[src/rtl/memory_interface.sv]
// Memory interface: MAR/MDR registers plus a three-state access sequencer
// (IDLE -> ACCESS -> DONE) with a wait-cycle timeout and a sticky error flag.
module memory_interface #(
   parameter int TIMEOUT = 64
) (
   input  logic        clk,
   input  logic        rst,
   input  logic [15:0] busIn,
   input  logic        ldMAR,
   input  logic        ldMDR,
   input  logic        memEn,
   input  logic        rW,
   input  logic        memReady,
   input  logic [15:0] memRData,
   output logic [15:0] memAddr,
   output logic [15:0] memWData,
   output logic        memReq,
   output logic        memWe,
   output logic [15:0] mdrOut,
   output logic        busy,
   output logic        done,
   output logic        memErr,
   output logic [1:0]  state_dbg
);

   typedef enum logic [1:0] {
      IDLE   = 2'd0,
      ACCESS = 2'd1,
      DONE   = 2'd2
   } state_t;

   // Last wait count that may still be followed by another ACCESS cycle.
   localparam logic [7:0] LAST_CNT = 8'(TIMEOUT - 1);

   state_t      state;
   logic [15:0] mar;
   logic [15:0] mdr;
   logic        op;
   logic [7:0]  wait_cnt;

   assign memAddr   = mar;
   assign memWData  = mdr;
   assign mdrOut    = mdr;
   assign state_dbg = state;

   // Handshake: memReq is held high for every ACCESS cycle with memAddr,
   // memWData and memWe stable; the memory completes the access by raising
   // memReady for one cycle. memReady outside ACCESS carries no meaning.
   always_ff @(posedge clk) begin
      if (rst) begin
         state    <= IDLE;
         mar      <= 16'h0000;
         mdr      <= 16'h0000;
         op       <= 1'b0;
         wait_cnt <= 8'h00;
         memErr   <= 1'b0;
         memReq   <= 1'b0;
         memWe    <= 1'b0;
         busy     <= 1'b0;
         done     <= 1'b0;
      end else begin
         case (state)
            IDLE: begin
               if (ldMAR) mar <= busIn;
               if (ldMDR) mdr <= busIn;
               if (memEn) begin
                  op       <= rW;
                  memErr   <= 1'b0;
                  wait_cnt <= 8'h00;
                  memReq   <= 1'b1;
                  memWe    <= rW;
                  busy     <= 1'b1;
                  state    <= ACCESS;
               end
            end

            ACCESS: begin
               if (memReady) begin
                  if (!op) mdr <= memRData;
                  memReq <= 1'b0;
                  memWe  <= 1'b0;
                  done   <= 1'b1;
                  state  <= DONE;
               end else if (wait_cnt == LAST_CNT) begin
                  // Abort: MDR keeps its old value so a failed read is visible.
                  memErr <= 1'b1;
                  memReq <= 1'b0;
                  memWe  <= 1'b0;
                  done   <= 1'b1;
                  state  <= DONE;
               end else begin
                  wait_cnt <= wait_cnt + 8'h01;
               end
            end

            DONE: begin
               done  <= 1'b0;
               busy  <= 1'b0;
               state <= IDLE;
            end

            default: begin
               memReq <= 1'b0;
               memWe  <= 1'b0;
               done   <= 1'b0;
               busy   <= 1'b0;
               state  <= IDLE;
            end
         endcase
      end
   end

endmodule

[config.mk]
export PLATFORM = sky130hd
export DESIGN_NAME = memory_interface
export DESIGN_NICKNAME = d
export VERILOG_FILES = /design/src/rtl/memory_interface.sv
export SDC_FILE = /design/constraint.sdc
export NUM_CORES = 1
export LEC_CHECK = 0
export ABC_AREA = 1
export ABC_CLOCK_PERIOD_IN_PS = 1800
export CORE_ASPECT_RATIO = 0.9
export CORE_MARGIN = 4
export CORE_UTILIZATION = 43
export CTS_BUF_LIST = sky130_fd_sc_hd__clkbuf_8
export DETAILED_ROUTE_END_ITERATION = 10
export PLACE_DENSITY = 0.88
export SLEW_MARGIN = 0
export SYNTH_ARGS = -nofsm -noshare
export SYNTH_HDL_FRONTEND = slang
export SYNTH_SLANG_ARGS = --single-unit
[constraint.sdc]
create_clock -name clk -period 1.8 [get_ports clk]
set_clock_uncertainty 0.05 [all_clocks]
set_input_delay 0.18 -clock clk [delete_from_list [all_inputs] [get_ports clk]]
set_output_delay 0.18 -clock clk [all_outputs]
set_load 0.02 [all_outputs]
==> results.md <==
* Final Wtd Congestion at about 0.92
* Layout filler cell count at 373
* Min Tclk post-route at about 1.7 ns
* Max cap viols at 0
* Clock sinks at 48
* Leak at 1.237 nW
* # rows at 23
* Clock Latency Late Sink at 0.30 ns
* Share of the synthesized area in the top cell type at 45.63%
* Largest net degree at the start of global routing at 33
* Slew @ Worst Pin at about 0.56 ns
* Port Buf Inserts at 93
* Multi-input gate area at 893.4 sq um
* WL final at 5945 um
* Synth async-reset ratio at 0%
* Dpl hpwl at 4507 um
* Area leader, netlist: dfxtp_1
* Final Max Tran Viols at 0
* RSZ-0062 raised after global routing: false
* Post-synthesis sequential area ratio at between 40% and 50%
* Area grow syn2layout at 47.71%
* CP max-delay cell: clkdlybuf4s50_1
* Type of the worst setup path: reg -> out
* #FFs+latches synth at 48
* DR iter-0 viols at between 100 and 150
* Via count at 2,170
* Post-DRT Antenna Nets at 0
* GRT Total Usage at ~20%
* Clock Tree Buf Depth at 2
* CP bufs+invs at 1
* Layout cells sized above 1 at 6.486%
* CP max stage delay at 0.68 ns
* CTS tree: yes
* Global route overflow at 0
* Vias in the first global route at just over 2,000
* Residual DRC count at 0
* Setup crit end kind: output pin
* CTS Buf Count at 5
* Critical path peak fanout at 7
* Startpoint types: flip-flop
* Worst EP arrival at ~1.5 ns
* Post-Layout Cell Count at ~430
* Top FF cell, synth: dfxtp_1
* First-pass GRT wire length at 9508 um
* Hold Fails Final Rpt at 0
* Top delay family on crit path: buffers and inverters
* PostCTS Resize Cnt at 0
* Antenna diode instance count at 0
* Most numerous cell in the Yosys netlist: nand2_1
* Warnings, synthesis at 0
* Setup TNS at 0 ns
* Top cells by count, synth: nand2_1, dfxtp_1, nor2_1
* Power Density at 889.0 nW/um^2
* Layout Nets at between 400 and 500
* I/O pin cnt at 94
* Synthesized area at 2106 sq um
* Die height at 74.39 um
* Crit share post-route at a little over nine tenths
* Initial antenna violation count at 0
* Post-CTS setup buffers at 0
* Number of flops mapped to enable cells by yosys at 0
* Maximum clock frequency at 0.5804 GHz
* Core area at 4604 sq um
* Worst vdd ir at 0.0004857 V
* Max_slew headroom at 62.39%
* Worst path cell trace: clkdlybuf4s50_1
* DR pass1 iterations at 5
* # setup viols final at 0
* Synthesized instance count at 289
* Die area at 6083 sq um
* Worst path required time at 1.57 ns
* Dpl cells at 424
* Syn nets at 329
* Status: completed
* WL/cell at 13.76 um
* Root buf cell: clkbuf_8
* Sequential Area at 960.9 sq um
* Min Hold Slack at 0.3968 ns
* CTS hold repair buffers at 0
* Synth cell types at 19
* Detailed-route vias per instance at 5.023
* H-tree levels at 2
* Syn_area_per_cell at 7.286 sq um
* Die Width at 81.77 um
* Starting Density at 45.73%
* Area contributors post-synth: dfxtp_1, nand2_1, o21ai_0, nor2_1, buf_4
* Reg clk slew, reported paths at ~0.08 ns
* HP Class: in -> reg
[cell usage in the layout, fill, tap and decap left out, drive strengths merged]
cell,netlist,final
nand2,69,69
buf,23,8
o22ai,1,1
clkinv,0,1
nand4,1,1
a21oi,9,9
nand3,13,13
ha,1,1
a31oi,16,16
o21ai,38,38
o21bai,1,1
dfxtp,48,48
clkbuf,5,5
clkdlybuf4s50,0,93
bufinv,0,1
nor2,46,46
inv,18,19
[metal layers]
metal	vias to the layer above	GRT usage [%]	share of wire, %
met2	92	33.90	46
met3	10	5.206	8.0
li1	1084	-	-
met5	-	0	0
met1	984	25.15	44
met4	0	5.720	1.6
[state kept, by name, indices dropped and copies added, names as in the netlist]
signal / count
memWe: 1
busy: 1
op: 1
memReq: 1
mdrOut: 16
done: 1
memErr: 1
memAddr: 16
state_dbg: 2
wait_cnt: 8
[per-stage QoR]
stage                     setup slack, ns  power (W)  util (%)  instance area (sq um)
final                             0.07698   0.002765     67.55                   3110
after CTS                         0.07263   0.002776     67.55                   3110
after global routing            0.0002264   0.002900     67.55                   3110
after global placement             0.3183   0.002020     65.22                   3003
after floorplan                    0.3987   0.001675         -                   2106
after detailed placement           0.2668   0.002037     65.22                   3003
[power breakdown]
group          switching (W)  internal, W
clock network       0.000345     0.000407
registers          0.0000643      0.00115
logic               0.000416     0.000381
total               0.000825      0.00194
[logic make-up (layout without fill, tap and decap cells)]
family,count (synthesis),after routing,synth area share (%)
adders and majority gates,1,1,0.5941
buffers and inverters,46,127,11.94
DFF,48,48,45.63
and+or+nand+nor,129,129,24.72
AOI/OAI and AO/OA,65,65,17.11
[tightest hold or removal path: stages]
cell             delay, ns
clkdlybuf4s50_1       0.39
nand2_1               0.06
a31oi_1               0.07
[layout make-up]
class | instances | area share (%)
clock inverters | 3 | 1.247
well taps | 62 | 2.494
multi-input cells | 195 | 28.72
repair buffers | 101 | 32.26
clock buffers | 5 | 2.212
flip-flops and latches | 48 | 30.89
inverters | 18 | 2.172
[worst paths after layout]
check | depth (start not counted) | slack (ns) | startpoint | endpoint
setup / recovery | 1 | 0.08 | state_dbg[0] | state_dbg[0]
hold / removal | 3 | 0.40 | memRData[13] | mdrOut[13]
setup reg to reg | 5 | 0.23 | state_dbg[0] | memAddr[15]
hold reg to reg | 2 | 0.42 | memWe | memWe
No activity file was read; power rests on OpenSTA's default activity.
